==> src/rtl/alu_pkg.sv <==
// rtl/alu_pkg.sv - shared widths, FSM state enum and request record for the ALU issue controller
//
// Contents:
//   DATA_W       operand / result width
//   OP_W         ALU control code width
//   alu_state_t  issue FSM states (IDLE, DRIVE, HOLD)
//   alu_req_t    one buffered request {a, b, op}
package alu_pkg;

    localparam int DATA_W = 4;
    localparam int OP_W   = 3;

    typedef enum logic [1:0] {
        ST_IDLE  = 2'd0,
        ST_DRIVE = 2'd1,
        ST_HOLD  = 2'd2
    } alu_state_t;

    typedef struct packed {
        logic [DATA_W-1:0] a;
        logic [DATA_W-1:0] b;
        logic [OP_W-1:0]   op;
    } alu_req_t;

endpackage

==> src/rtl/alu_issue_ctrl_if.sv <==
// rtl/alu_issue_ctrl_if.sv - request, ALU and result signal bundle of the ALU issue controller
//
// Signals:
//   req_valid/req_ready/req_a/req_b/req_op  upstream request handshake
//   alu_a/alu_b/alu_ctrl/alu_out            connection to the external combinational ALU
//   res_valid/res_ready/res_data/res_op     downstream result handshake
//   busy                                    controller activity flag
// Modports:
//   slave   the controller side
//   master  the environment side (request source, ALU, result sink)
interface alu_issue_ctrl_if;
    import alu_pkg::*;

    logic              req_valid;
    logic              req_ready;
    logic [DATA_W-1:0] req_a;
    logic [DATA_W-1:0] req_b;
    logic [OP_W-1:0]   req_op;

    logic [DATA_W-1:0] alu_a;
    logic [DATA_W-1:0] alu_b;
    logic [OP_W-1:0]   alu_ctrl;
    logic [DATA_W-1:0] alu_out;

    logic              res_valid;
    logic              res_ready;
    logic [DATA_W-1:0] res_data;
    logic [OP_W-1:0]   res_op;

    logic              busy;

    modport slave (
        input  req_valid, req_a, req_b, req_op, alu_out, res_ready,
        output req_ready, alu_a, alu_b, alu_ctrl, res_valid, res_data, res_op, busy
    );

    modport master (
        output req_valid, req_a, req_b, req_op, alu_out, res_ready,
        input  req_ready, alu_a, alu_b, alu_ctrl, res_valid, res_data, res_op, busy
    );

endinterface

==> src/rtl/alu_req_fifo.sv <==
// rtl/alu_req_fifo.sv - small in-order request buffer ahead of the ALU
//
// Ports:
//   clk          clock, rising edge
//   rst_n        asynchronous active-low reset, empties the buffer
//   i_push       write i_push_data this cycle (caller guarantees not full)
//   i_push_data  request record to store
//   i_pop        drop the head entry this cycle (caller guarantees not empty)
//   o_pop_data   current head entry
//   o_full       all DEPTH entries occupied
//   o_empty      no entries occupied
module alu_req_fifo
    import alu_pkg::*;
#(
    parameter int DEPTH = 2
) (
    input  logic     clk,
    input  logic     rst_n,
    input  logic     i_push,
    input  alu_req_t i_push_data,
    input  logic     i_pop,
    output alu_req_t o_pop_data,
    output logic     o_full,
    output logic     o_empty
);

    localparam int PW = (DEPTH > 1) ? $clog2(DEPTH) : 1;
    localparam int CW = $clog2(DEPTH + 1);
    localparam logic [PW-1:0] LAST_PTR = PW'(DEPTH - 1);
    localparam logic [CW-1:0] FULL_CNT = CW'(DEPTH);

    alu_req_t       r_mem [DEPTH];
    logic [PW-1:0]  r_wr_ptr;
    logic [PW-1:0]  r_rd_ptr;
    logic [CW-1:0]  r_count;

    function automatic logic [PW-1:0] next_ptr(input logic [PW-1:0] ptr);
        return (ptr == LAST_PTR) ? '0 : ptr + 1'b1;
    endfunction

    always_ff @(posedge clk or negedge rst_n) begin
        if (!rst_n) begin
            r_wr_ptr <= '0;
            r_rd_ptr <= '0;
            r_count  <= '0;
            for (int i = 0; i < DEPTH; i++) begin
                r_mem[i] <= '0;
            end
        end else begin
            if (i_push) begin
                r_mem[r_wr_ptr] <= i_push_data;
                r_wr_ptr        <= next_ptr(r_wr_ptr);
            end
            if (i_pop) begin
                r_rd_ptr <= next_ptr(r_rd_ptr);
            end
            // Simultaneous push and pop leaves the occupancy unchanged.
            case ({i_push, i_pop})
                2'b10:   r_count <= r_count + 1'b1;
                2'b01:   r_count <= r_count - 1'b1;
                default: r_count <= r_count;
            endcase
        end
    end

    assign o_pop_data = r_mem[r_rd_ptr];
    assign o_full     = (r_count == FULL_CNT);
    assign o_empty    = (r_count == '0);

endmodule

==> src/rtl/alu_issue_ctrl.sv <==
// rtl/alu_issue_ctrl.sv - buffers ALU requests, drives them to an external combinational ALU and captures results
//
// Parameters:
//   SETTLE_CYCLES  cycles the ALU inputs are held before the result is sampled (1..7)
//   FIFO_DEPTH     request buffer depth (2)
// Ports:
//   clk    clock, rising edge
//   rst_n  asynchronous active-low reset; discards in-flight and buffered work
//   bus    alu_issue_ctrl_if.slave: request handshake, ALU drive/return, result handshake, busy
module alu_issue_ctrl
    import alu_pkg::*;
#(
    parameter int SETTLE_CYCLES = 1,
    parameter int FIFO_DEPTH    = 2
) (
    input  logic            clk,
    input  logic            rst_n,
    alu_issue_ctrl_if.slave bus
);

    localparam logic [2:0] SETTLE_LOAD = 3'(SETTLE_CYCLES);

    alu_state_t        r_state;
    logic [2:0]        r_cnt;
    logic [DATA_W-1:0] r_a;
    logic [DATA_W-1:0] r_b;
    logic [OP_W-1:0]   r_op;
    logic              r_res_valid;
    logic [DATA_W-1:0] r_res_data;
    logic [OP_W-1:0]   r_res_op;

    alu_req_t          w_push_data;
    alu_req_t          w_head;
    logic              w_full;
    logic              w_empty;
    logic              w_push;
    logic              w_pop;
    logic              w_res_fire;

    assign w_push_data = '{a: bus.req_a, b: bus.req_b, op: bus.req_op};
    assign w_push      = bus.req_valid && !w_full;
    assign w_res_fire  = r_res_valid && bus.res_ready;

    // The head leaves the buffer either from IDLE or on the same edge the
    // current result is taken, so back-to-back results skip IDLE entirely.
    assign w_pop = !w_empty &&
                   ((r_state == ST_IDLE) || ((r_state == ST_HOLD) && w_res_fire));

    alu_req_fifo #(
        .DEPTH (FIFO_DEPTH)
    ) u_fifo (
        .clk         (clk),
        .rst_n       (rst_n),
        .i_push      (w_push),
        .i_push_data (w_push_data),
        .i_pop       (w_pop),
        .o_pop_data  (w_head),
        .o_full      (w_full),
        .o_empty     (w_empty)
    );

    always_ff @(posedge clk or negedge rst_n) begin
        if (!rst_n) begin
            r_state     <= ST_IDLE;
            r_cnt       <= '0;
            r_a         <= '0;
            r_b         <= '0;
            r_op        <= '0;
            r_res_valid <= 1'b0;
            r_res_data  <= '0;
            r_res_op    <= '0;
        end else begin
            case (r_state)
                ST_IDLE: begin
                    if (w_pop) begin
                        r_a     <= w_head.a;
                        r_b     <= w_head.b;
                        r_op    <= w_head.op;
                        r_cnt   <= SETTLE_LOAD;
                        r_state <= ST_DRIVE;
                    end
                end

                ST_DRIVE: begin
                    // Sample on the last settle cycle: the ALU has seen the
                    // operands for SETTLE_CYCLES edges by then.
                    if (r_cnt == 3'd1) begin
                        r_res_data  <= bus.alu_out;
                        r_res_op    <= r_op;
                        r_res_valid <= 1'b1;
                        r_cnt       <= '0;
                        r_state     <= ST_HOLD;
                    end else begin
                        r_cnt <= r_cnt - 1'b1;
                    end
                end

                ST_HOLD: begin
                    if (w_res_fire) begin
                        r_res_valid <= 1'b0;
                        if (w_pop) begin
                            r_a     <= w_head.a;
                            r_b     <= w_head.b;
                            r_op    <= w_head.op;
                            r_cnt   <= SETTLE_LOAD;
                            r_state <= ST_DRIVE;
                        end else begin
                            r_state <= ST_IDLE;
                        end
                    end
                end

                default: begin
                    r_state <= ST_IDLE;
                end
            endcase
        end
    end

    // req_ready depends only on registered occupancy, never on this cycle's pop.
    assign bus.req_ready = !w_full;
    assign bus.alu_a     = r_a;
    assign bus.alu_b     = r_b;
    assign bus.alu_ctrl  = r_op;
    assign bus.res_valid = r_res_valid;
    assign bus.res_data  = r_res_data;
    assign bus.res_op    = r_res_op;
    assign bus.busy      = (r_state != ST_IDLE) || !w_empty;

endmodule

==> src/flat_wrapper.sv <==
// flat-port wrapper written by rule: the top's interface ports become plain ports
module alu_issue_ctrl_flat import alu_pkg::*;
#(
    parameter int SETTLE_CYCLES = 1,
    parameter int FIFO_DEPTH    = 2
)
  (clk, rst_n, bus_req_valid, bus_req_a, bus_req_b, bus_req_op, bus_alu_out, bus_res_ready, bus_req_ready, bus_alu_a, bus_alu_b, bus_alu_ctrl, bus_res_valid, bus_res_data, bus_res_op, bus_busy);
  alu_issue_ctrl_if bus_i ();
  input  logic clk;
  input  logic rst_n;
  input wire logic [$bits(bus_i.req_valid)-1:0] bus_req_valid;
  input wire logic [$bits(bus_i.req_a)-1:0] bus_req_a;
  input wire logic [$bits(bus_i.req_b)-1:0] bus_req_b;
  input wire logic [$bits(bus_i.req_op)-1:0] bus_req_op;
  input wire logic [$bits(bus_i.alu_out)-1:0] bus_alu_out;
  input wire logic [$bits(bus_i.res_ready)-1:0] bus_res_ready;
  output wire logic [$bits(bus_i.req_ready)-1:0] bus_req_ready;
  output wire logic [$bits(bus_i.alu_a)-1:0] bus_alu_a;
  output wire logic [$bits(bus_i.alu_b)-1:0] bus_alu_b;
  output wire logic [$bits(bus_i.alu_ctrl)-1:0] bus_alu_ctrl;
  output wire logic [$bits(bus_i.res_valid)-1:0] bus_res_valid;
  output wire logic [$bits(bus_i.res_data)-1:0] bus_res_data;
  output wire logic [$bits(bus_i.res_op)-1:0] bus_res_op;
  output wire logic [$bits(bus_i.busy)-1:0] bus_busy;
  assign bus_i.req_valid = bus_req_valid;
  assign bus_i.req_a = bus_req_a;
  assign bus_i.req_b = bus_req_b;
  assign bus_i.req_op = bus_req_op;
  assign bus_i.alu_out = bus_alu_out;
  assign bus_i.res_ready = bus_res_ready;
  assign bus_req_ready = bus_i.req_ready;
  assign bus_alu_a = bus_i.alu_a;
  assign bus_alu_b = bus_i.alu_b;
  assign bus_alu_ctrl = bus_i.alu_ctrl;
  assign bus_res_valid = bus_i.res_valid;
  assign bus_res_data = bus_i.res_data;
  assign bus_res_op = bus_i.res_op;
  assign bus_busy = bus_i.busy;
  alu_issue_ctrl #(.SETTLE_CYCLES(SETTLE_CYCLES), .FIFO_DEPTH(FIFO_DEPTH)) u_core (.clk(clk), .rst_n(rst_n), .bus(bus_i));
endmodule
==> config.mk <==
export PLATFORM = sky130hd
export DESIGN_NAME = alu_issue_ctrl_flat
export DESIGN_NICKNAME = d
export VERILOG_FILES = /design/src/rtl/alu_pkg.sv /design/src/rtl/alu_issue_ctrl_if.sv /design/src/rtl/alu_req_fifo.sv /design/src/rtl/alu_issue_ctrl.sv /design/src/flat_wrapper.sv
export SDC_FILE = /design/constraint.sdc
export NUM_CORES = 1
export LEC_CHECK = 0
export CORE_MARGIN = 1.5
export CORE_UTILIZATION = 46
export CTS_CLUSTER_DIAMETER = 30
export DETAILED_ROUTE_END_ITERATION = 8
export GPL_TIMING_DRIVEN = 0
export PLACE_DENSITY = 0.71
export SLEW_MARGIN = 30
export SYNTH_ARGS = -nofsm -noshare
export SYNTH_HDL_FRONTEND = slang
export SYNTH_SLANG_ARGS = --single-unit
==> constraint.sdc <==
create_clock -name clk -period 1.6 [get_ports clk]
set_input_delay 0.32 -clock clk [delete_from_list [all_inputs] [get_ports clk]]
set_output_delay 0.32 -clock clk [all_outputs]
set_load 0.03 [all_outputs]
==> results of run 1 <==
## worst max-delay path: stages, from the launching register on
cell	delay (ns)
dfrtp_2	0.45
nor2_4	0.14
nand2_1	0.06
clkdlybuf4s15_2	0.28
## worst min-delay path by stage
stage	end	slack, ns	depth (start not counted)
final	u_core.u_fifo.r_mem[10]$_DFFE_PN0P_	0.02	1
after CTS	u_core.u_fifo.r_mem[20]$_DFFE_PN0P_	0.05	1
after global placement	u_core.bus.alu_a[2]$_DFFE_PN0P_	0.47	1
after detailed placement	u_core.u_fifo.r_mem[20]$_DFFE_PN0P_	0.38	1
after floorplan	u_core.bus.alu_a[0]$_DFFE_PN0P_	0.02	0
after global routing	u_core.u_fifo.r_mem[10]$_DFFE_PN0P_	0.08	1
## synthesized netlist by cell type
cell type | instances | area share
a211oi_4 | 1 | 0.0095
a21o_1 | 1 | 0.0035
a21oi_1 | 1 | 0.0024
a31o_2 | 1 | 0.0041
and3b_1 | 1 | 0.0041
buf_2 | 3 | 0.0071
buf_6 | 1 | 0.0053
clkbuf_1 | 1 | 0.0018
dfrtp_1 | 50 | 0.59
ha_1 | 3 | 0.018
inv_1 | 5 | 0.0089
mux2_1 | 4 | 0.021
mux2_2 | 47 | 0.25
nand2_1 | 3 | 0.0053
nand2b_1 | 2 | 0.0059
nand3_1 | 2 | 0.0047
nor2_1 | 3 | 0.0053
nor2b_1 | 2 | 0.0059
nor3b_1 | 1 | 0.0035
nor4bb_1 | 1 | 0.0047
o21ai_0 | 2 | 0.0047
o31a_1 | 1 | 0.0041
o31ai_1 | 1 | 0.0035
o32ai_1 | 1 | 0.0041
xnor2_1 | 3 | 0.012
xor2_1 | 2 | 0.0083
## layout by cell type (no fill, tap or decap), types with 2 or more instances in the layout
| master | instances |
|---|---|
| mux2_1 | 4 |
| nand2_1 | 2 |
| buf_4 | 9 |
| clkdlybuf4s50_1 | 16 |
| clkbuf_8 | 6 |
| xnor2_1 | 2 |
| nor2b_1 | 2 |
| buf_6 | 2 |
| xor2_1 | 2 |
| inv_1 | 4 |
| dlygate4sd2_1 | 20 |
| dfrtp_1 | 46 |
| o21ai_0 | 2 |
| ha_4 | 2 |
| mux2_2 | 47 |
| nand3_1 | 2 |
| dfrtp_2 | 4 |
## layer usage
metal,wire [microns],global-route usage,up-vias
met5,0,0,-
met4,56,0.0629,0
met3,177,0.0413,6
met2,2030,0.286,28
met1,1650,0.222,663
li1,-,-,607
## report_power, final
group	total [mW]	internal [mW]	switching, mW
combinational	3.20	1.72	1.48
clock	0.735	0.349	0.386
sequential	2.40	1.93	0.465
## through the flow
stage / util / setup slack [ns] / instances / hold WS [ns] / TNS [ns]
2_1_floorplan: - / -0.0594 / 143 / 0.0244 / -0.0594
3_3_place_gp: 0.593 / -1.24 / 234 / 0.468 / -63.17
3_5_place_dp: 0.592 / -0.669 / 234 / 0.379 / -11.12
4_1_cts: 0.630 / -0.00102 / 247 / 0.0515 / -0.00198
5_1_grt: 0.632 / 0.00204 / 248 / 0.0806 / 0
6_report: 0.632 / 0.0515 / 248 / 0.0231 / 0
## cell type report
class / count / area share
Timing Repair Buffer: 46 / 0.153
Clock inverter: 1 / 0.00181
Inverter: 5 / 0.00677
Tap cell: 52 / 0.0235
Sequential cell: 50 / 0.453
Multi-Input combinational cell: 83 / 0.317
Buffer: 4 / 0.0135
Clock buffer: 7 / 0.0312
## timing repair
action                                  4_1_cts  5_1_grt
buffers inserted                              6        1
endpoints found under the setup margin       54       30
endpoints found under the hold margin         0        0
gates resized for setup                      35        9
pin swaps                                     1        1
cloned                                        0        0
## registers in the layout, summed over array words and instances (netlist names), 2 cells and up
| name | cells |
|---|---|
| u_core.r_state | 2 |
| u_core.bus.alu_ctrl | 3 |
| u_core.bus.res_data | 4 |
| u_core.bus.res_op | 3 |
| u_core.u_fifo.r_mem | 22 |
| u_core.r_cnt | 3 |
| u_core.bus.alu_b | 4 |
| u_core.u_fifo.r_count | 2 |
| u_core.bus.alu_a | 4 |
## kinds of logic (layout without fill, tap and decap cells)
family,count (synthesis),count (layout),synth area share
adder cells (fa/ha/maj),3,3,0.0177
AO/OA/AOI/OAI,9,9,0.0361
AND/OR/NAND/NOR,15,15,0.0396
multiplexers,51,51,0.271
buffers and inverters,10,63,0.0231
XOR/XNOR,5,5,0.0207
flip-flops,50,50,0.591
==> flow_metrics.py, run 1 <==
metrics = {
    "yosys": {
        "synth-seq-cells": 50,
        "syn_nets": 165,
        "syn_inst": 143,
        "ys_seq_area_frac": 0.591,
        "yosysWarnings": 0,
        "synth.distinct_cells": 26,
        "netlist_area_sq_mm": 0.00212,
        "avgSynthCellArea_sq_um": 14.8,
    },
    "timing": {
        "timing.fmax_mhz": 646,
        "min_period_ns": 1.55,
        "period_share": 0.968,
        "clock_skew_ns": 0.0115,
        "max-slew-margin-rel": 0.590,
        "slew_violations": 0,
        "setup_violations": 0,
        "worstMarginPinSlew_ns": 0.615,
        "hold_violations": 0,
        "rsz0062_at_grt": "no",
    },
    "cells_and_area": {
        "syn2layout_area_growth_pct": 31.0,
        "nNetsFinal": 217,
        "seqCellArea_sq_mm": 0.00126,
        "fin_area_sq_mm": 0.00277,
        "multi_input_area_sq_um": 878,
        "drive_gt1_frac": 0.423,
        "n_fill_cell": 324,
        "n_antenna_cell": 0,
    },
    "grt": {
        "grt_pass1_wl_mm": 6.70,
        "grt_pass1_vias": 1385,
        "grt_use_total": 0.173,
        "overflow": 0,
        "grt_max_degree": 51,
        "antenna_found_initial": 0,
    },
    "drt": {
        "firstDrtPassIters": 4,
        "drc": 0,
        "drtIter0Drc": 60,
        "wl_per_cell_microns": 15.8,
        "vias": 1304,
        "postRouteWirelength_mm": 3.92,
        "detail-route-antenna-nets": 0,
        "via_per_inst": 5.26,
    },
    "placed_design": {
        "numPortBuffers": 39,
        "detailed_place_hpwl_mm": 2.75,
        "gp_congestion": 0.702,
        "placed_area_sq_mm": 0.00260,
    },
    "worst_hold_path": {
        "hold_class": "input port to asynchronous set/reset pin",
    },
    "clock_network": {
        "cts_hold_buf": 0,
        "clock_path_buffers": 2,
        "cts_max_level": 2,
        "clk_pin_slew_ns": 0.09,
        "clock_sinks": 50,
        "cts_tree": "built",
        "numCtsBuffers": 5,
        "clock_latency_ns": 0.30,
        "root_buffer": "clkbuf_8",
    },
    "worst_setup_path": {
        "critPathArrivalTime_ns": 1.23,
        "endpoint_kind": "output port",
        "reg2reg_slack_ns": 0.10,
        "timing.rr.start": "u_core.u_fifo.r_rd_ptr$_DFFE_PN0P_",
        "rr_worst_depth": 2,
        "crit_type": "register to output port",
        "r2r_end": "u_core.bus.alu_b[2]$_DFFE_PN0P_",
        "crit_start": "u_core.u_fifo.r_count[1]$_DFFE_PN0P_",
        "worstSetupEndpoint": "bus_busy",
        "start_kind": "register",
        "path_max_fanout": 3,
        "required_ns": 1.28,
    },
    "die": {
        "die_w_microns": 70.8,
        "core_area_sq_mm": 0.00438,
        "ios": 40,
        "die-area_sq_mm": 0.00502,
        "fp.dieH_microns": 70.8,
        "initial_core_util": 0.483,
        "core.rowCount": 24,
    },
    "power": {
        "ir_worst_vdd_v": 0.00126,
        "p_leak_nw": 1.21,
        "power_density_mw_per_mm2": 2280,
        "total_power_mw": 6.33,
    },
    "run": {
        "drv_cap": 0,
    },
    "run_status": {
        "status": "finished clean",
    },
}
(Power assumes the default switching activity.)
==> inputs of run 2 (changes only) <==
- CORE_ASPECT_RATIO: unset -> 0.7
- SETUP_SLACK_MARGIN: unset -> 0.2
- clock period: 1.6 -> 1.3 ns (I/O delays scaled with it)
==> run 2 against run 1 <==
The flow now finishes with violations (setup timing). Wire length increased by 20%. Non-clock buffer count increased by 30. Via count grew 9.0%. Combinational power grew 87%. Cell area is 20% higher. Worst setup slack lost 0.24 ns. Total power increased by 59%. Worst hold slack better by 0.43 ns. Critical endpoint is now u_core.bus.res_op[1]$_DFFE_PN0P_. Largest cell class unchanged.
==> flow_metrics.py, run 2 (synthesized netlist as in run 1, its figures left out) <==
metrics = {
    "cells_and_area": {
        "drive_gt1_frac": 0.642,
        "layout_common_cells": "dfrtp_1 (45), buf_6 (32), mux2_4 (32)",
        "nNetsFinal": 247,
        "n_antenna_cell": 0,
        "syn2layout_area_growth_pct": 57.4,
        "largest-register": "u_core.u_fifo.r_mem",
        "largest_reg_flops": 22,
        "layout.cells.most_common": "dfrtp_1",
    },
    "clock_network": {
        "numCtsBuffers": 5,
        "clock_latency_ns": 0.30,
        "clock_path_buffers": 2,
        "clock_sinks": 50,
        "cts_max_level": 2,
        "root_buffer": "clkbuf_8",
        "cts_tree": "built",
        "clk_pin_slew_ns": 0.09,
    },
    "timing": {
        "worst_slack_ns": -0.193,
        "rsz0062_at_grt": "yes",
        "period_share": 1.15,
        "setup_violations": 43,
        "holdWs_ns": 0.449,
        "worstMarginPinSlew_ns": 0.443,
        "min_period_ns": 1.49,
        "hold_violations": 0,
        "tns_ns": -4.84,
        "slew_violations": 0,
        "timing.fmax_mhz": 670,
        "max-slew-margin-rel": 0.705,
        "clock_skew_ns": 0.00553,
    },
    "placed_design": {
        "detailed_place_hpwl_mm": 2.63,
        "numPortBuffers": 39,
        "gp_congestion": 0.708,
    },
    "die": {
        "die_w_microns": 84.1,
        "die-area_sq_mm": 0.00502,
        "initial_core_util": 0.483,
        "core_area_sq_mm": 0.00438,
        "ios": 40,
        "core.rowCount": 20,
        "fp.dieH_microns": 59.7,
    },
    "power": {
        "ir_worst_vdd_v": 0.00175,
        "p_leak_nw": 1.54,
        "power_density_mw_per_mm2": 3010,
    },
    "worst_setup_path": {
        "start_kind": "register",
        "critPathArrivalTime_ns": 1.68,
        "rr_worst_depth": 5,
        "crit_type": "register to register",
        "r2r_end": "u_core.bus.res_op[1]$_DFFE_PN0P_",
        "path_max_fanout": 8,
        "required_ns": 1.49,
        "timing.rr.start": "u_core.r_cnt[1]$_DFFE_PN0P_",
        "reg2reg_slack_ns": -0.19,
        "endpoint_kind": "register",
    },
    "drt": {
        "drtIter0Drc": 55,
        "postRouteWirelength_mm": 4.71,
        "firstDrtPassIters": 4,
        "vias": 1421,
        "via_per_inst": 5.06,
        "wl_per_cell_microns": 16.8,
        "detail-route-antenna-nets": 0,
        "drc": 0,
    },
    "grt": {
        "overflow": 0,
        "antenna_found_initial": 0,
        "grt_max_degree": 51,
        "grt_use_total": 0.192,
        "grt_pass1_wl_mm": 7.20,
        "grt_pass1_vias": 1407,
    },
    "run_status": {
        "status": "complete, but fails checks",
        "violations": "setup timing",
    },
    "worst_hold_path": {
        "hold_class": "input port to asynchronous set/reset pin",
    },
    "run": {
        "drv_cap": 0,
    },
}
-- run 2: worst max-delay path, stage by stage (launching register included) --
cell,delay (ns)
dfrtp_1,0.38
inv_2,0.08
ha_4,0.14
nor4bb_1,0.22
buf_4,0.25
mux2_4,0.32
-- run 2: through the flow --
step / std cells / instance area [sq um] / util / setup WS, ns / power (mW)
2_1_floorplan: 143 / 2190 / - / -0.359 / 5.69
3_5_place_dp: 237 / 2650 / 0.604 / -0.884 / 6.94
3_3_place_gp: 237 / 2650 / 0.605 / -1.47 / 6.74
6_report: 281 / 3330 / 0.761 / -0.193 / 10.0
4_1_cts: 265 / 3040 / 0.693 / -0.161 / 8.96
5_1_grt: 281 / 3330 / 0.761 / -0.294 / 10.6
-- run 2: layout make-up --
| cell class | instances | area [sq um] |
|---|---|---|
| plain buffers | 5 | 58.8 |
| clock buffers | 7 | 76.3 |
| clock inverters | 1 | 30.0 |
| fillers | 272 | 1050 |
| inverters | 5 | 18.8 |
| multi-input cells | 83 | 1090 |
| flip-flops and latches | 50 | 1260 |
| well taps | 55 | 68.8 |
| repair buffers | 75 | 727 |
-- run 2: worst max-delay path by stage --
stage	from	endpoint	slack, ns	depth (start not counted)
5_1_grt	u_core.r_cnt[1]$_DFFE_PN0P_	u_core.bus.res_data[1]$_DFFE_PN0P_	-0.29	5
4_1_cts	u_core.r_state[1]$_DFFE_PN0P_	u_core.u_fifo.r_count[1]$_DFFE_PN0P_	-0.16	5
3_3_place_gp	rst_n	u_core.bus.res_valid$_DFFE_PN0P_	-1.47	1
2_1_floorplan	u_core.bus.res_valid$_DFFE_PN0P_	u_core.u_fifo.r_count[1]$_DFFE_PN0P_	-0.36	7
6_report	u_core.r_cnt[1]$_DFFE_PN0P_	u_core.bus.res_op[1]$_DFFE_PN0P_	-0.19	5
3_5_place_dp	bus_res_ready	u_core.u_fifo.r_count[1]$_DFFE_PN0P_	-0.88	8
-- run 2: timing repair --
action	CTS	global route
endpoints found under the setup margin	70	73
cloned	1	1
setup buffers	18	15
pin swaps	4	9
endpoints found under the hold margin	47	0
hold buffers	1	0
gates resized for setup	178	44
-- run 2: where the power goes --
part	total [mW]	switching, mW	internal, mW
clock network	1.08	0.507	0.577
registers	2.96	0.577	2.38
logic	5.99	2.40	3.59
total	10.0	3.49	6.55
-- run 2: per-layer routing --
| metal | vias to the layer above | global-route usage | routed length (microns) |
|---|---|---|---|
| met4 | 0 | 0.0492 | 63 |
| li1 | 662 | - | - |
| met2 | 29 | 0.291 | 2210 |
| met1 | 724 | 0.268 | 2260 |
| met3 | 6 | 0.0663 | 183 |
| met5 | - | 0 | 0 |
